$ cat src/rtl/seg_scan_driver.sv
// Self-timed multiplexing driver for common-anode 7-segment banks.
// Frame-latched shadow data, per-slot dead-time blanking and frame-counted blink.
module seg_scan_driver #(
  parameter int unsigned DIGITS       = 8,
  parameter int unsigned PRESCALE     = 50000,
  parameter int unsigned DEAD         = 4,
  parameter int unsigned BLINK_FRAMES = 64,
  localparam int unsigned SW          = $clog2(DIGITS)
) (
  input  logic                  clk,
  input  logic                  rst,
  input  logic [4*DIGITS-1:0]   hexs,
  input  logic [DIGITS-1:0]     points,
  input  logic [DIGITS-1:0]     les,
  output logic [3:0]            hexo,
  output logic                  p,
  output logic                  le,
  output logic [DIGITS-1:0]     an,
  output logic [SW-1:0]         scan,
  output logic                  frame_tick
);

  localparam int unsigned CW = $clog2(PRESCALE);
  localparam int unsigned FW = (BLINK_FRAMES > 1) ? $clog2(BLINK_FRAMES) : 1;

  logic [CW-1:0]         cnt_q, cnt_d;
  logic [SW-1:0]         idx_q, idx_d;
  logic [FW-1:0]         fcnt_q, fcnt_d;
  logic                  ph_q, ph_d;
  logic                  tick_q, tick_d;
  logic [4*DIGITS-1:0]   hex_q, hex_d;
  logic [DIGITS-1:0]     pt_q, pt_d;
  logic [DIGITS-1:0]     le_q, le_d;

  logic cnt_last, idx_last, fcnt_last, boundary, blank;

  assign cnt_last  = (cnt_q == CW'(PRESCALE - 1));
  assign idx_last  = (idx_q == SW'(DIGITS - 1));
  assign fcnt_last = (fcnt_q == FW'(BLINK_FRAMES - 1));
  assign boundary  = cnt_last && idx_last;

  always_comb begin
    cnt_d  = cnt_last ? '0 : cnt_q + CW'(1);
    idx_d  = idx_q;
    fcnt_d = fcnt_q;
    ph_d   = ph_q;
    tick_d = 1'b0;
    hex_d  = hex_q;
    pt_d   = pt_q;
    le_d   = le_q;
    if (cnt_last) begin
      idx_d = idx_last ? '0 : idx_q + SW'(1);
    end
    // Shadows only reload here, so a frame never shows mixed old/new data.
    if (boundary) begin
      hex_d  = hexs;
      pt_d   = points;
      le_d   = les;
      tick_d = 1'b1;
      if (fcnt_last) begin
        fcnt_d = '0;
        ph_d   = ~ph_q;
      end else begin
        fcnt_d = fcnt_q + FW'(1);
      end
    end
  end

  always_ff @(posedge clk or posedge rst) begin
    if (rst) begin
      cnt_q  <= '0;
      idx_q  <= '0;
      fcnt_q <= '0;
      ph_q   <= 1'b0;
      tick_q <= 1'b0;
      hex_q  <= '0;
      pt_q   <= '0;
      le_q   <= '0;
    end else begin
      cnt_q  <= cnt_d;
      idx_q  <= idx_d;
      fcnt_q <= fcnt_d;
      ph_q   <= ph_d;
      tick_q <= tick_d;
      hex_q  <= hex_d;
      pt_q   <= pt_d;
      le_q   <= le_d;
    end
  end

  always_comb begin
    hexo       = hex_q[4*int'(idx_q) +: 4];
    p          = pt_q[idx_q];
    le         = le_q[idx_q];
    scan       = idx_q;
    frame_tick = tick_q;
    blank      = (int'(cnt_q) < int'(DEAD)) || (ph_q && le_q[idx_q]);
    an         = blank ? '1 : ~(DIGITS'(1) << idx_q);
  end

endmodule

$ cat config.mk
export PLATFORM = sky130hd
export DESIGN_NAME = seg_scan_driver
export DESIGN_NICKNAME = d
export VERILOG_FILES = /design/src/rtl/seg_scan_driver.sv
export SDC_FILE = /design/constraint.sdc
export NUM_CORES = 1
export LEC_CHECK = 0
export CAP_MARGIN = 20
export CORE_MARGIN = 5
export CORE_UTILIZATION = 52
export CTS_CLUSTER_SIZE = 16
export DETAILED_ROUTE_END_ITERATION = 8
export PLACE_DENSITY = 0.87
export SYNTH_ARGS = -nofsm -noshare
export SYNTH_HDL_FRONTEND = slang
export SYNTH_SLANG_ARGS = --single-unit
export TNS_END_PERCENT = 10
$ cat constraint.sdc
create_clock -name clk -period 2.7 [get_ports clk]
set_input_delay 0.54 -clock clk [delete_from_list [all_inputs] [get_ports clk]]
set_output_delay 0.54 -clock clk [all_outputs]
set_load 0.01 [all_outputs]
==> impl_metrics.ini <==
[setup_path]
cp_cell_sequence = mux2_2, mux4_2, nand2_4, nand3_1, clkdlybuf4s15_1
crit_path_start_kind = register
cpMaxStageDelayCell = mux4_2
crit_required_ps = 2160
slowest_delay_ps = 520
r2r-start = scan[0]$_DFFE_PP0N_
worst-path-buf-inv = 1
crit_type = register to output port
cp-end-kind = output port
startpoint = scan[0]$_DFFE_PP0N_
critPathArrivalTime_ps = 2070
cp_max_fo = 8
cpLargestDelayFamily = multiplexers

[layout]
drive_gt1_share_pct = 13.53
final_nets = 506
nFillCells = 550
n_antenna_cell = 0
layout_commonest_cell = nand2_1
stdcell_area_um2 = 4567
area_delta_synth_final_pct = 26.34
layout_common_cells = nand2_1, dfrtp_1, clkdlybuf4s50_1

[synthesis]
yosysTopAreaCell = dfrtp_1
syn-cell-area_um2 = 3615
synthAdderAreaFrac_pct = 2.769
synth_seq_cells = 75
syn_area_per_cell_um2 = 9.614
synth_area_leaders = dfrtp_1, nand2_1, mux4_2
ys_seq_area_share_pct = 51.92
syn_nets = 434
yosys.cell_types.count = 34
synth_top_area_share_pct = 51.92
async_reset_ff_share_pct = 100.0
synthXorXnorAreaFrac_pct = 3.600
ys_warn_count = 0
synth_simple_gate_area_share_pct = 27.28
synth.area.mux_share_pct = 8.965
synthFlopType = dfrtp_1
synth_edf_count = 0
synth_compound_area_share_pct = 1.350
synth_top_family_by_area = simple AND/OR/NAND/NOR gates
syn_inst = 376

[status]
status = finished clean

[die]
dieArea_um2 = 8719
initial_core_util_pct = 53.20
die_w_um = 93.38
rows = 30
coreArea_um2 = 6794
ioPinCount = 68
dieHeight_um = 93.38

[clock_tree]
clock-sinks = 75
worstSkewPairLatency_ps = 340
numCtsBuffers = 9
cts_tree = done
cts_root_buf = clkbuf_8
ctsHoldBuffers = 0
clk_path_buf_depth = 2
htree_num_levels = 3
clkTransAtPathRegs_ps = 70

[pwr]
comb_power_share_pct = 4.9
power.switching_mw = 0.4129
power_mw = 1.970
leakage_nw = 2.016
powerDensity_nw_per_um2 = 431.3
p_int_mw = 1.557
netSwitchingFraction_pct = 20.96
power_frac_clock_pct = 38.1
seq_power_share_pct = 57.0
ir_drop_uv = 261.3

[timing]
max_freq_ghz = 0.3831
setup_viol = 0
relSlewSlack_pct = 72.16
setup_tns_ps = 0
fin_crit_sh_pct = 96.66
timing.final.ws_setup_ps = 90.05
period_needed_ps = 2610
rsz0062_at_grt = no
tightest_slew_ps = 414.5
finalHoldViolCount = 0
clock_skew_ps = 7.184
slew_violations = 0

[routing]
antenna_left = 0
wl_mm = 7.818
vias_per_cell = 5.119
firstDrtPassIters = 4
drt_iter0_markers = 132
post_drt_wl_per_cell_um = 14.29
vias = 2800
route.detailed.drc = 0

[grt]
overflow = 0
grt_max_degree = 76
grt_use_total_pct = 19.24
antenna_found_initial = 0
grt_pass1_wl_mm = 13.08
grt_pass1_vias = 2868

[min_path]
hold_class = register to register
min_from = pt_q[7]$_DFFE_PP0P_

[placement]
placed_area_um2 = 4405
dp_hpwl_mm = 5.702
gp_congestion = 0.8232
port-buffer-count = 67
pre_cts_slack_ps = 8.582

[job]
max-cap-violations = 0
path summary, 6_finish.rpt:
check / endpoint / slack (ps) / cells past startpoint
worst max-delay path: an[7] / 90 / 5
worst min-delay path: pt_q[7]$_DFFE_PP0P_ / 470 / 2
worst max register to register: fcnt_q[0]$_DFFE_PP0P_ / 160 / 8
worst min register to register: pt_q[7]$_DFFE_PP0P_ / 470 / 2
max in group asynchronous: scan[0]$_DFFE_PP0N_ / 1790 / 3
min in group asynchronous: frame_tick$_DFF_PP0_ / 600 / 3
per-stage QoR:
stage	std cells	util [%]	hold WS, ps
floorplan	376	-	432.7
global placement	532	64.84	444.2
detailed placement	532	64.84	450.4
CTS	547	67.61	467.3
global route	547	67.22	489.9
finish	547	67.22	465.6
timing repair:
item,4_1_cts,5_1_grt
setup endpoints to repair,14,9
resized for setup,23,13
pin swaps,1,1
setup buffers,1,0
worst register-to-register path, stage by stage (launching register included):
cell and delay (ps):
dfrtp_2 420, buf_4 150, ha_1 170, ha_1 160
or4b_1 420, or4_2 630, buf_4 240, nor3_1 190
a21o_1 100
cell usage after synthesis (3+ instances only):
cell type	instances
buf_6	6
and3_1	7
mux2_2	5
xor2_1	7
nor2_1	13
xnor2_1	6
clkbuf_1	5
dfrtp_1	75
o21ai_0	3
mux4_2	11
nand3_1	10
nor4_1	3
buf_2	7
nand4_1	12
ha_1	8
inv_1	4
nand2_1	171
nor3_1	4
layer usage:
layer  vias to the layer above  global-route usage, %  routed length [µm]
li1                       1376                      -                   -
met1                      1333                  24.15                3389
met2                        82                  32.04                3899
met3                         9                  5.229                 460
met4                         0                  6.716                  68
met5                         -                      0                   0
registers in the layout, indices dropped and copies added (netlist names):
signal and count:
cnt_q 16, fcnt_q 6, frame_tick 1, hex_q 32, le_q 8, ph_q 1, pt_q 8, scan 3
power by group through the flow:
stage               sequential, mW  combinational, mW  clock (mW)
floorplan                     1.14             0.0171           0
global placement              1.14             0.0973           0
detailed placement            1.14             0.0989           0
CTS                           1.12             0.0990       0.770
global route                  1.12              0.106       0.829
finish                        1.12             0.0970       0.750
kinds of logic (layout without fill, tap and decap cells):
kind of cell / Yosys count / count (layout)
simple gates: 229 / 229
flops: 75 / 75
buf+inv: 24 / 99
mux: 18 / 18
xor+xnor: 14 / 14
fa+ha+maj: 8 / 8
compound gates: 8 / 8
layout make-up:
| type | instances | area [µm²] | share of cell area [%] |
|---|---|---|---|
| well taps | 96 | 120.1 | 2.630 |
| clock inverters | 3 | 15.01 | 0.3288 |
| clock buffers | 11 | 151.4 | 3.315 |
| inverters | 6 | 27.53 | 0.6027 |
| flip-flops and latches | 75 | 1878 | 41.12 |
| repair buffers | 79 | 772.0 | 16.90 |
| multi-input cells | 277 | 1603 | 35.10 |
(Power assumes the default switching activity.)
